**src/rtl/led_multi_ctrl_pkg.sv**
```systemverilog
// Shared encodings and helpers for the multi-channel LED threshold indicator.
package led_pkg;

    localparam int LED_CLK_HZ = 27_000_000;

    typedef enum logic [1:0] {
        LED_OFF   = 2'd0,
        LED_LATCH = 2'd1,
        LED_LEVEL = 2'd2,
        LED_BLINK = 2'd3
    } led_mode_e;

    typedef enum logic [1:0] {
        ST_ARMED    = 2'd0,
        ST_FIRED    = 2'd1,
        ST_DISARMED = 2'd2
    } led_state_e;

    // Bit width needed to index n items, never less than one bit.
    function automatic int width_min1(input int n);
        return (n > 1) ? $clog2(n) : 1;
    endfunction

endpackage

```
**src/rtl/led_multi_ctrl_if.sv**
```systemverilog
// Probe/config/LED bundle between the memory probe, the config master and the LED controller.
interface led_multi_ctrl_if #(
    parameter int NUM_LEDS = 4,
    parameter int DATA_W   = 32
);
    logic [DATA_W-1:0]                         i_mem_link;
    logic                                      i_cfg_we;
    logic [led_pkg::width_min1(NUM_LEDS)-1:0]  i_cfg_idx;
    logic [1:0]                                i_cfg_mode;
    logic [DATA_W-1:0]                         i_cfg_thresh;
    logic                                      i_clear;
    logic [NUM_LEDS-1:0]                       o_led_signal;
    logic [NUM_LEDS-1:0]                       o_fired;

    modport master (
        output i_mem_link, i_cfg_we, i_cfg_idx, i_cfg_mode, i_cfg_thresh, i_clear,
        input  o_led_signal, o_fired
    );

    modport slave (
        input  i_mem_link, i_cfg_we, i_cfg_idx, i_cfg_mode, i_cfg_thresh, i_clear,
        output o_led_signal, o_fired
    );
endinterface

```
**src/rtl/led_multi_ctrl_channel.sv**
```systemverilog
// One LED channel: mode/threshold registers, ARMED/FIRED/DISARMED FSM, blink counter
// and the registered LED drive.
module led_channel
    import led_pkg::*;
#(
    parameter int                DATA_W     = 32,
    parameter int                BLINK_HALF = 13_500_000,
    parameter logic [DATA_W-1:0] RST_THRESH = '0,
    parameter logic [1:0]        RST_MODE   = 2'd0
) (
    input  logic              i_clk,
    input  logic              i_rst_n,
    input  logic [DATA_W-1:0] i_mem_link,
    input  logic              i_cfg_we,
    input  logic [1:0]        i_cfg_mode,
    input  logic [DATA_W-1:0] i_cfg_thresh,
    input  logic              i_clear,
    output logic              o_led,
    output logic              o_fired
);
    localparam int               CNT_W    = width_min1(BLINK_HALF);
    localparam logic [CNT_W-1:0] CNT_LAST = CNT_W'(BLINK_HALF - 1);

    led_mode_e         mode_q,   mode_d;
    logic [DATA_W-1:0] thresh_q, thresh_d;
    led_state_e        state_q,  state_d;
    logic [CNT_W-1:0]  cnt_q,    cnt_d;
    logic              led_q,    led_d;
    logic              hit;

    assign hit = (i_mem_link >= thresh_q);

    always_comb begin
        mode_d   = mode_q;
        thresh_d = thresh_q;
        state_d  = state_q;
        cnt_d    = '0;
        led_d    = 1'b0;
        // A config write re-arms the channel and overrides both hit and clear.
        if (i_cfg_we) begin
            mode_d   = led_mode_e'(i_cfg_mode);
            thresh_d = i_cfg_thresh;
            state_d  = ST_ARMED;
        end else begin
            case (state_q)
                ST_ARMED: begin
                    if (hit && (mode_q == LED_LATCH || mode_q == LED_BLINK))
                        state_d = i_clear ? ST_DISARMED : ST_FIRED;
                end
                ST_FIRED:    if (i_clear) state_d = ST_DISARMED;
                ST_DISARMED: if (!hit)    state_d = ST_ARMED;
                default:     state_d = ST_ARMED;
            endcase

            case (mode_q)
                LED_OFF:   led_d = 1'b0;
                LED_LATCH: led_d = (state_d == ST_FIRED);
                LED_LEVEL: led_d = hit;
                LED_BLINK: begin
                    if (state_d == ST_FIRED) begin
                        if (state_q != ST_FIRED) begin
                            led_d = 1'b1;
                        end else if (cnt_q == CNT_LAST) begin
                            led_d = ~led_q;
                        end else begin
                            cnt_d = cnt_q + 1'b1;
                            led_d = led_q;
                        end
                    end
                end
                default: led_d = 1'b0;
            endcase
        end
    end

    always_ff @(posedge i_clk or negedge i_rst_n) begin
        if (!i_rst_n) begin
            mode_q   <= led_mode_e'(RST_MODE);
            thresh_q <= RST_THRESH;
            state_q  <= ST_ARMED;
            cnt_q    <= '0;
            led_q    <= 1'b0;
        end else begin
            mode_q   <= mode_d;
            thresh_q <= thresh_d;
            state_q  <= state_d;
            cnt_q    <= cnt_d;
            led_q    <= led_d;
        end
    end

    assign o_led   = led_q;
    assign o_fired = (state_q == ST_FIRED);

endmodule

```
**src/rtl/led_multi_ctrl.sv**
```systemverilog
// Multi-channel LED threshold indicator: decodes config writes and fans the probe
// value and clear out to one led_channel per LED.
module led_multi_ctrl
    import led_pkg::*;
#(
    parameter int                NUM_LEDS    = 4,
    parameter int                DATA_W      = 32,
    parameter int                BLINK_HALF  = 13_500_000,
    parameter logic [DATA_W-1:0] RST_THRESH0 = DATA_W'(16_875_000),
    parameter logic [1:0]        RST_MODE0   = 2'd1
) (
    input  logic              i_clk,
    input  logic              i_rst_n,
    led_multi_ctrl_if.slave   bus
);
    localparam int IDX_W = width_min1(NUM_LEDS);

    logic [NUM_LEDS-1:0] led_w;
    logic [NUM_LEDS-1:0] fired_w;

    generate
        for (genvar gi = 0; gi < NUM_LEDS; gi++) begin : g_ch
            localparam logic [DATA_W-1:0] TH_RST   = (gi == 0) ? RST_THRESH0 : '0;
            localparam logic [1:0]        MODE_RST = (gi == 0) ? RST_MODE0   : 2'd0;

            // Out-of-range indices match no channel and are dropped here.
            logic we_sel;
            assign we_sel = bus.i_cfg_we && (bus.i_cfg_idx == IDX_W'(gi));

            led_channel #(
                .DATA_W     (DATA_W),
                .BLINK_HALF (BLINK_HALF),
                .RST_THRESH (TH_RST),
                .RST_MODE   (MODE_RST)
            ) u_ch (
                .i_clk        (i_clk),
                .i_rst_n      (i_rst_n),
                .i_mem_link   (bus.i_mem_link),
                .i_cfg_we     (we_sel),
                .i_cfg_mode   (bus.i_cfg_mode),
                .i_cfg_thresh (bus.i_cfg_thresh),
                .i_clear      (bus.i_clear),
                .o_led        (led_w[gi]),
                .o_fired      (fired_w[gi])
            );
        end
    endgenerate

    assign bus.o_led_signal = led_w;
    assign bus.o_fired      = fired_w;

endmodule

```
**src/flat_wrapper.sv**
```systemverilog
// flat-port wrapper written by rule: the top's interface ports become plain ports
module led_multi_ctrl_flat import led_pkg::*;
#(
    parameter int                NUM_LEDS    = 4,
    parameter int                DATA_W      = 32,
    parameter int                BLINK_HALF  = 13_500_000,
    parameter logic [DATA_W-1:0] RST_THRESH0 = DATA_W'(16_875_000),
    parameter logic [1:0]        RST_MODE0   = 2'd1
)
  (i_clk, i_rst_n, bus_i_mem_link, bus_i_cfg_we, bus_i_cfg_idx, bus_i_cfg_mode, bus_i_cfg_thresh, bus_i_clear, bus_o_led_signal, bus_o_fired);
  led_multi_ctrl_if #(.NUM_LEDS(NUM_LEDS), .DATA_W(DATA_W)) bus_i ();
  input  logic i_clk;
  input  logic i_rst_n;
  input wire logic [$bits(bus_i.i_mem_link)-1:0] bus_i_mem_link;
  input wire logic [$bits(bus_i.i_cfg_we)-1:0] bus_i_cfg_we;
  input wire logic [$bits(bus_i.i_cfg_idx)-1:0] bus_i_cfg_idx;
  input wire logic [$bits(bus_i.i_cfg_mode)-1:0] bus_i_cfg_mode;
  input wire logic [$bits(bus_i.i_cfg_thresh)-1:0] bus_i_cfg_thresh;
  input wire logic [$bits(bus_i.i_clear)-1:0] bus_i_clear;
  output wire logic [$bits(bus_i.o_led_signal)-1:0] bus_o_led_signal;
  output wire logic [$bits(bus_i.o_fired)-1:0] bus_o_fired;
  assign bus_i.i_mem_link = bus_i_mem_link;
  assign bus_i.i_cfg_we = bus_i_cfg_we;
  assign bus_i.i_cfg_idx = bus_i_cfg_idx;
  assign bus_i.i_cfg_mode = bus_i_cfg_mode;
  assign bus_i.i_cfg_thresh = bus_i_cfg_thresh;
  assign bus_i.i_clear = bus_i_clear;
  assign bus_o_led_signal = bus_i.o_led_signal;
  assign bus_o_fired = bus_i.o_fired;
  led_multi_ctrl #(.NUM_LEDS(NUM_LEDS), .DATA_W(DATA_W), .BLINK_HALF(BLINK_HALF), .RST_THRESH0(RST_THRESH0), .RST_MODE0(RST_MODE0)) u_core (.i_clk(i_clk), .i_rst_n(i_rst_n), .bus(bus_i));
endmodule
```
**config.mk**
```make
export PLATFORM = sky130hd
export DESIGN_NAME = led_multi_ctrl_flat
export DESIGN_NICKNAME = d
export VERILOG_FILES = /design/src/rtl/led_multi_ctrl_pkg.sv /design/src/rtl/led_multi_ctrl_if.sv /design/src/rtl/led_multi_ctrl_channel.sv /design/src/rtl/led_multi_ctrl.sv /design/src/flat_wrapper.sv
export SDC_FILE = /design/constraint.sdc
export NUM_CORES = 1
export LEC_CHECK = 0
export ABC_CLOCK_PERIOD_IN_PS = 3600
export BUFFER_PORTS_ARGS = -buffer_cell sky130_fd_sc_hd__buf_2
export CAP_MARGIN = 20
export CORE_ASPECT_RATIO = 1.5
export CORE_MARGIN = 1.5
export CORE_UTILIZATION = 45
export CTS_CLUSTER_DIAMETER = 80
export CTS_CLUSTER_SIZE = 10
export DETAILED_ROUTE_END_ITERATION = 8
export RECOVER_POWER = 50
export SKIP_CTS_REPAIR_TIMING = 1
export SLEW_MARGIN = 20
export SYNTH_ARGS = -nofsm -noshare
export SYNTH_HDL_FRONTEND = slang
export SYNTH_SLANG_ARGS = --single-unit
```
**constraint.sdc**
```tcl
create_clock -name i_clk -period 3.6 [get_ports i_clk]
set_input_delay 0.18 -clock i_clk [delete_from_list [all_inputs] [get_ports i_clk]]
set_output_delay 0.18 -clock i_clk [all_outputs]
set_load 0.02 [all_outputs]
```
Word level (Yosys, flattened, before mapping):

Index checks and enable logic that the tools add are counted.

* add/subtract/negate cells: 4
* order comparisons: 4
* equality and inequality tests: 39
* muxes and demuxes: 65
* bitwise gates (word level): 4
* reductions and logical operators: 21

Operators by type and width (number)
* 24-bit 2-to-1 mux: 20
* 32-bit greater-or-equal comparator: 4
* 24-bit by 1-bit adder with 24-bit output, second input constant: 4
* 24-bit == test, second input constant: 4
* 2-bit 2-to-1 mux: 21
* 2-bit == test, second input constant: 14
* 2-bit by 1-bit == test with 1-bit output, second input constant: 13
* 2-bit one-hot mux with 3 select lines: 4
* 5-bit by 3-bit inequality test with 1-bit output, second input constant: 4
* 2-bit zero test: 9
* 1-bit 2-to-1 mux: 16
* 1-bit one-hot mux with 4 select lines: 4
* 1-bit logical AND: 8
* 2-bit by 1-bit inequality test with 1-bit output, second input constant: 4
* 1-bit logical OR: 4
* 1-bit inverter: 4

* bits in registers: 244
* input port bits: 72
* output and inout port bits: 8
* word-level logic and storage cells: 157

Longest topological paths before layout:

Gate-level depths: netlist of the first run.

* depth in word-level cells: 10
* mapped depth: 8
* depth with buffers taken out: 8

Hierarchy:

Synthesis of the first run repeated with hierarchy kept, for this count alone.

* cells, all modules: 1444
* area total of the unflattened synthesis: 13367.8 µm²

By module, submodules not included
* led_channel (u_core.g_ch[1].u_ch ...): times used 2, cells an instance 360, area an instance 3326.9 µm²
* led_channel (u_core.g_ch[0].u_ch): times used 1, cells an instance 360, area an instance 3344.5 µm²
* led_channel (u_core.g_ch[3].u_ch): times used 1, cells an instance 360, area an instance 3331.9 µm²
* led_multi_ctrl: times used 1, cells an instance 4, area an instance 37.5 µm²

Least setup slack after synthesis of the first run:

No wires, ideal clock.

* path type: reg2reg
* start: register u_core.g_ch[0].u_ch.thresh_q[13]
* end: register u_core.g_ch[0].u_ch.led_q
* data arrival time: 2.057 ns
* data required time: 3.496 ns
* path slack: 1.439 ns
* stages on the path, launching flop included: 8
* path buffers: 0
* path through: dfstp_2 -> inv_1 -> ha_1 -> nand4_1 -> or3_1 -> o41ai_1 -> nor2_1 -> o311ai_1

* word-level cells in the longest chain between the ends: 9
* elaborated cells on any way between the ends: 11
* classes of those cells: order compare (1); eq/ne (2); mux (7); reduce/logical (1)

RTL lines
* from (decl): RTL line led_multi_ctrl_channel.sv:25 `logic [DATA_W-1:0] thresh_q, thresh_d;`
* from (signal assigned): RTL line led_multi_ctrl_channel.sv:85 `thresh_q <= thresh_d;`
* 32-bit greater-or-equal comparator *: RTL line led_multi_ctrl_channel.sv:31 `assign hit = (i_mem_link >= thresh_q);`
* 1-bit logical AND: RTL line led_multi_ctrl_channel.sv:47 `if (hit && (mode_q == LED_LATCH || mode_q == LED_BLINK))`
* 2-bit 2-to-1 mux: RTL line led_multi_ctrl_channel.sv:47
* 2-bit one-hot mux with 3 select lines: RTL line led_multi_ctrl_channel.sv:45 `case (state_q)`
* 2-bit 2-to-1 mux: RTL line led_multi_ctrl_channel.sv:40 `if (i_cfg_we) begin`
* 2-bit by 1-bit == test with 1-bit output: RTL line led_multi_ctrl_channel.sv:57, led_multi_ctrl_channel.sv:60
* 1-bit 2-to-1 mux: RTL line led_multi_ctrl_channel.sv:60 `if (state_d == ST_FIRED) begin`
* 1-bit one-hot mux with 4 select lines: RTL line led_multi_ctrl_channel.sv:55 `case (mode_q)`
* 1-bit 2-to-1 mux: RTL line led_multi_ctrl_channel.sv:40
* to (signal assigned): RTL line led_multi_ctrl_channel.sv:88 `led_q <= led_d;`
* to (decl): RTL line led_multi_ctrl_channel.sv:28 `logic led_q, led_d;`

Every way passes the cells marked *; elsewhere a longest branch is shown, timed or not. The select of a mux whose other input is x is not followed.
A chain may end at the register's enable or synchronous reset.

Worst setup path in the final report of the first run:

* start: register u_core.g_ch[0].u_ch.thresh_q[13]
* end: register u_core.g_ch[0].u_ch.state_q[1]

* word-level cells in the longest chain between the ends: 6
* elaborated cells on any way between the ends: 7
* classes of those cells: order compare (1); mux (5); reduce/logical (1)

RTL lines
* 32-bit greater-or-equal comparator *: RTL line led_multi_ctrl_channel.sv:31
* 1-bit logical AND: RTL line led_multi_ctrl_channel.sv:47
* 2-bit 2-to-1 mux: RTL line led_multi_ctrl_channel.sv:47
* 2-bit one-hot mux with 3 select lines *: RTL line led_multi_ctrl_channel.sv:45
* 2-bit 2-to-1 mux * (2 in series): RTL line led_multi_ctrl_channel.sv:40
* net u_core.g_ch[0].u_ch.state_d[1]: RTL line led_multi_ctrl_channel.sv:26 `led_state_e state_q, state_d;`
* to (signal assigned): RTL line led_multi_ctrl_channel.sv:86 `state_q <= state_d;`
* to (decl): RTL line led_multi_ctrl_channel.sv:26

The timed path passes the listed nets; every way through them passes the cells marked *. The select of a mux whose other input is x is not followed.

==> impl_metrics.json, run 1 <==
{
  "ys_async_sr_fraction_pct": 100,
  "period_needed_ns": 2.50,
  "relSlewSlack_pct": -71.5,
  "grt-ovfl-total": 0,
  "synthesis.nets": 1560,
  "grtUsageMet3_pct": 3.00,
  "power_density_mw_per_mm2": 468,
  "syn_area_per_cell_um2": 10.0,
  "path_clk_slew_ns": 0.06,
  "fin_ws_ns": 1.10,
  "cts_max_path_buffers": 3,
  "grt_setup_unrepaired": "false",
  "grt_pass1_wl_um": 49000,
  "multi_input_area_mm2": 0.00671,
  "maxSlewViolCount": 75,
  "clock_skew_ns": 0.0124,
  "ir_drop_v": 0.000375,
  "yosysMostFrequentCell": "dfrtp_1",
  "die_area_mm2": 0.0312,
  "synth.distinct_cells": 61,
  "crit_arrival_ns": 2.95,
  "num_vias": 9775,
  "endpoint_kind": "flip-flop",
  "place_congestion": 0.844,
  "hold_start": "bus_i_clear",
  "drt_iter0_markers": 362,
  "seqCellArea_mm2": 0.00612,
  "crit_start": "u_core.g_ch[0].u_ch.thresh_q[13]",
  "fillerInstances": 2769,
  "synth_common_cells": "dfrtp_1, inv_1, ha_1, nor2_1, nand2_1",
  "fin_crit_sh_pct": 69.4,
  "cts_tree": "done",
  "fmax_mhz": 400,
  "io_buffers": 79,
  "clk_latency_ns": 0.55,
  "dieHeight_um": 216,
  "yosysTopAreaCell": "dfrtp_1",
  "pre_cts_slack_ns": 1.12,
  "violations": "capacitance limit, slew limit",
  "synthCells": 1356,
  "synth_top_flop_cell": "dfrtp_1",
  "finalSetupTns_ns": 0,
  "h-tree-depth": 1,
  "tightest_slew_ns": 2.57,
  "cts-buffers-inserted": 28,
  "place_area_mm2": 0.0144,
  "reg2reg_from": "u_core.g_ch[0].u_ch.thresh_q[13]",
  "use_met1_pct": 23.9,
  "synthesis.area_mm2": 0.0136,
  "hold_path_class": "in -> reg",
  "drive_gt1_share_pct": 16.2,
  "ys_seq_area_share_pct": 45.2,
  "grt_max_degree": 110,
  "crit_type": "reg -> reg",
  "die_w_um": 145,
  "ys_seq_elements": 244,
  "cts-root-buf": "clkbuf_16",
  "grtUsageTotal_pct": 19.8,
  "crit_fanout": 3,
  "dp_hpwl_um": 21400,
  "critical_path_required_ns": 4.05,
  "finalHoldViolCount": 0,
  "core_mm2": 0.0296,
  "first_pass_iters": 5,
  "start_util_pct": 45.8,
  "yosysWarnings": 0,
  "grt.busiest_layer": "met2",
  "wl_per_cell_um": 15.8,
  "setup_violations": 0,
  "antenna_found_initial": 2,
  "postRouteAntennaNets": 0,
  "clkSinkCount": 244,
  "grt_pass1_vias": 9818,
  "ys_top_cells_by_area": "dfrtp_1, ha_1, mux2_2",
  "fin_nets": 1673,
  "status": "complete, but fails checks",
  "critPathLaunchType": "flip-flop",
  "synth_top_area_share_pct": 42.4,
  "ios": 80,
  "area_growth_pct": 14.2,
  "final_area_mm2": 0.0155,
  "p_leak_uw": 0.00705,
  "max_cap_viol_count": 2,
  "routed_wl_um": 29900,
  "synth_edf_count": 0,
  "avgViaCountPerCell": 5.19,
  "num_rows": 77,
  "use_met2_pct": 35.6,
  "drc": 0
}
-- cells in the final DEF, fill, tap and decap left out, types with 37 or more instances in the layout --
cell | synthesis | routed
a21oi_1 | 64 | 64
buf_2 | 8 | 77
dfrtp_1 | 230 | 230
ha_1 | 132 | 132
inv_1 | 143 | 143
mux2_2 | 103 | 103
nand2_1 | 115 | 115
nand3_1 | 45 | 45
nand4_1 | 37 | 37
nor2_1 | 132 | 132
o21ai_0 | 68 | 68
xor2_1 | 52 | 52
-- report_power, final --
part | internal (uW) | switching [uW] | total (uW)
sequential | 3070 | 167 | 3240
clock | 1490 | 1100 | 2590
combinational | 648 | 774 | 1420
-- through the flow --
step | hold slack, ns | cells | power, uW | util [%]
after floorplan | -0.116 | 1356 | 4230 | -
after global placement | 0.321 | 1799 | 4640 | 48.5
after detailed placement | 0.304 | 1799 | 4690 | 48.5
after CTS | -0.285 | 1849 | 7320 | 51.3
after global routing | 0.114 | 1885 | 7690 | 52.3
final | 0.0721 | 1885 | 7250 | 52.3
-- layout make-up --
type / instances / share of cell area, %
multi-input combinational: 931 / 43.3
inverter: 143 / 3.47
tap: 395 / 3.19
sequential: 244 / 39.6
clock buffer: 49 / 5.17
clock inverter: 1 / 0.0566
timing repair buffer: 121 / 5.20
antenna: 1 / 0.0162
-- metal layers --
metal  wire length [um]  vias up  part of all wire (%)
li1                   -     4868                     -
met1              12600     4726                    42
met2              15400      137                    52
met3               1070       44                   3.6
met4                805        0                   2.7
met5                  0        -                     0
-- sequential cells by signal (all words and copies together), names as in the netlist --
signal                     cells
u_core.g_ch.u_ch.cnt_q        96
u_core.g_ch.u_ch.state_q       8
u_core.g_ch.u_ch.thresh_q    128
u_core.g_ch.u_ch.mode_q        8
u_core.g_ch.u_ch.o_led         4
-- cell families (layout without fill, tap and decap cells) --
logic type	count (synthesis)	in the layout	synth area share, %
buffers and inverters	181	314	5.36
adder cells (fa/ha/maj)	132	132	12.2
AO/OA/AOI/OAI	176	176	7.38
multiplexers	106	106	8.77
other	0	1	0
AND/OR/NAND/NOR	431	431	15.6
XOR/XNOR	86	86	5.55
flip-flops	244	244	45.2
-- final timing paths --
kind	slack (ns)	cells after the start	end
worst max register to register	1.10	7	u_core.g_ch[0].u_ch.state_q[1]
max in group asynchronous	1.54	3	u_core.g_ch[2].u_ch.thresh_q[11]
worst max-delay path	1.10	7	u_core.g_ch[0].u_ch.state_q[1]
min in group asynchronous	0.24	2	u_core.g_ch[3].u_ch.cnt_q[14]
worst min-delay path	0.07	3	u_core.g_ch[0].u_ch.state_q[1]
worst min register to register	0.48	1	u_core.g_ch[1].u_ch.cnt_q[0]
-- worst max-delay path, stage by stage (launching register included) --
cell and delay, ns:
dfstp_2 0.52, inv_1 0.04, ha_1 0.29, nand4_1 0.12, or3_1 0.39, o41ai_1 0.66
o21ai_0 0.16, a211oi_1 0.22
Note: power is estimated with default switching activity, not from simulation.
==> run 2, diff against run 1 <==
--- a/config.mk
+++ b/config.mk
@@ -5,7 +5,7 @@
 export SDC_FILE = /design/constraint.sdc
 export NUM_CORES = 1
 export LEC_CHECK = 0
-export ABC_CLOCK_PERIOD_IN_PS = 3600
+export ABC_CLOCK_PERIOD_IN_PS = 2600
 export BUFFER_PORTS_ARGS = -buffer_cell sky130_fd_sc_hd__buf_2
 export CAP_MARGIN = 20
 export CORE_ASPECT_RATIO = 1.5
==> constraint.sdc (replaced) <==
create_clock -name i_clk -period 2.6 [get_ports i_clk]
set_input_delay 0.13 -clock i_clk [delete_from_list [all_inputs] [get_ports i_clk]]
set_output_delay 0.13 -clock i_clk [all_outputs]
set_load 0.02 [all_outputs]
==> impl_metrics.json, run 2 (synthesized netlist as in run 1, its figures left out) <==
{
  "crit_buf_inv": 1,
  "clkSinkCount": 244,
  "p_leak_uw": 0.00712,
  "endpoint_kind": "flip-flop",
  "reg2reg_to": "u_core.g_ch[0].u_ch.state_q[1]",
  "io_buffers": 79,
  "cts-root-buf": "clkbuf_16",
  "cts_max_path_buffers": 3,
  "crit_type": "reg -> reg",
  "setup_violations": 0,
  "fmax_mhz": 424,
  "tightest_slew_ns": 1.71,
  "cp-endpoint": "u_core.g_ch[0].u_ch.state_q[1]",
  "multi_input_area_mm2": 0.00672,
  "crit_start": "u_core.g_ch[0].u_ch.thresh_q[13]",
  "drt_iter0_markers": 275,
  "final_common_cell": "dfrtp_1",
  "violations": "capacitance limit, slew limit",
  "largestRegisters": "u_core.g_ch.u_ch.thresh_q x128, u_core.g_ch.u_ch.cnt_q x96",
  "grt-ovfl-total": 0,
  "cts_tree": "done",
  "critPathLaunchType": "flip-flop",
  "power_density_mw_per_mm2": 643,
  "clock_skew_ns": 0.00831,
  "fin_crit_sh_pct": 90.6,
  "dieHeight_um": 216,
  "maxSlewViolCount": 100,
  "fin_nets": 1683,
  "pre_cts_slack_ns": 0.187,
  "num_rows": 77,
  "crit_fanout": 3,
  "layout_common_cells": "dfrtp_1, inv_1, nor2_1, ha_1, nand2_1",
  "largest_reg_flops": 128,
  "seqCellArea_mm2": 0.00612,
  "first_pass_iters": 4,
  "ir_drop_v": 0.000608,
  "grt_max_degree": 67,
  "grt_pass1_vias": 9993,
  "drc": 0,
  "avgViaCountPerCell": 5.21,
  "fillerInstances": 2699,
  "hold_start": "bus_i_clear",
  "dp_hpwl_um": 21500,
  "clk_latency_ns": 0.54,
  "reg2regPathDepth": 7,
  "slowest_delay_ns": 0.51,
  "area_growth_pct": 15.0,
  "drive_gt1_share_pct": 17.0,
  "finalSetupTns_ns": 0,
  "fin_ws_ns": 0.244,
  "num_vias": 9881,
  "die_area_mm2": 0.0312,
  "grt_setup_unrepaired": "false",
  "r2r_setup_slack_ns": 0.24,
  "period_needed_ns": 2.36,
  "cp_num_cells": 7,
  "crit_chain": "inv_1, ha_1, nand4_1, or3_1, o41ai_2, o21ai_0, a211oi_1",
  "max_cap_viol_count": 2,
  "routed_wl_um": 29800,
  "path_clk_slew_ns": 0.06,
  "wl_per_cell_um": 15.7,
  "cts-buffers-inserted": 28,
  "regMostFlops": "u_core.g_ch.u_ch.thresh_q",
  "finalHoldViolCount": 0,
  "postRouteAntennaNets": 0,
  "hold_path_class": "in -> reg",
  "die_w_um": 145,
  "holdPathStages": 3,
  "h-tree-depth": 1,
  "critical_path_required_ns": 3.04,
  "relSlewSlack_pct": -14.1,
  "slowest_stage": "dfstp_2",
  "path_delay_family": "compound AO/OA/AOI/OAI gates",
  "grt_pass1_wl_um": 49500,
  "antenna_found_initial": 2,
  "crit_arrival_ns": 2.79,
  "reg2reg_from": "u_core.g_ch[0].u_ch.thresh_q[13]",
  "core_mm2": 0.0296,
  "ios": 80,
  "place_congestion": 0.829,
  "grtUsageTotal_pct": 20.1,
  "status": "complete, but fails checks",
  "start_util_pct": 45.8
}
[run 2: layout make-up]
| class | count | area share, % |
|---|---|---|
| well taps | 395 | 3.17 |
| clock inverters | 1 | 0.0561 |
| clock buffers | 50 | 5.16 |
| multi-input cells | 931 | 43.1 |
| diodes | 3 | 0.0481 |
| flip-flops and latches | 244 | 39.3 |
| repair buffers | 131 | 5.78 |
| inverters | 143 | 3.44 |
[run 2: through the flow]
stage                     cells  utilization [%]  cell area [um2]  total power [uW]  hold slack, ns
after CTS                  1860             51.6            15300             10100          -0.456
after floorplan            1356                -            13600              5860          -0.166
after global placement     1809             48.8            14400              6430           0.118
after global routing       1897             52.7            15600             10700          0.0487
after detailed placement   1809             48.8            14400              6500           0.122
final                      1898             52.7            15600             10000          0.0285
[run 2: metal layers]
metal  vias to the layer above  part of all wire (%)  GRT usage [%]
li1                       4881                     -              -
met1                      4780                    41           24.3
met2                       164                    51           35.5
met3                        56                   3.9           2.60
met4                         0                   3.4           8.25
met5                         -                     0              0
[run 2: tightest hold or removal path, cell delays in order]
cell and delay [ns]:
buf_2 0.17, a21oi_1 0.15, a211oi_1 0.08
[run 2: how the worst min path moves through the flow]
stage	to	slack, ns
5_1_grt	u_core.g_ch[1].u_ch.state_q[0]	0.05
6_report	u_core.g_ch[0].u_ch.state_q[1]	0.03
3_5_place_dp	u_core.g_ch[3].u_ch.cnt_q[15]	0.12
4_1_cts	u_core.g_ch[3].u_ch.cnt_q[12]	-0.46
2_1_floorplan	u_core.g_ch[0].u_ch.cnt_q[0]	-0.17
3_3_place_gp	u_core.g_ch[3].u_ch.cnt_q[12]	0.12
[run 2: power breakdown]
part           internal [uW]  switching (uW)  leakage, uW
sequential              4260             235      0.00310
combinational            903            1070      0.00363
clock                   2070            1490     0.000386
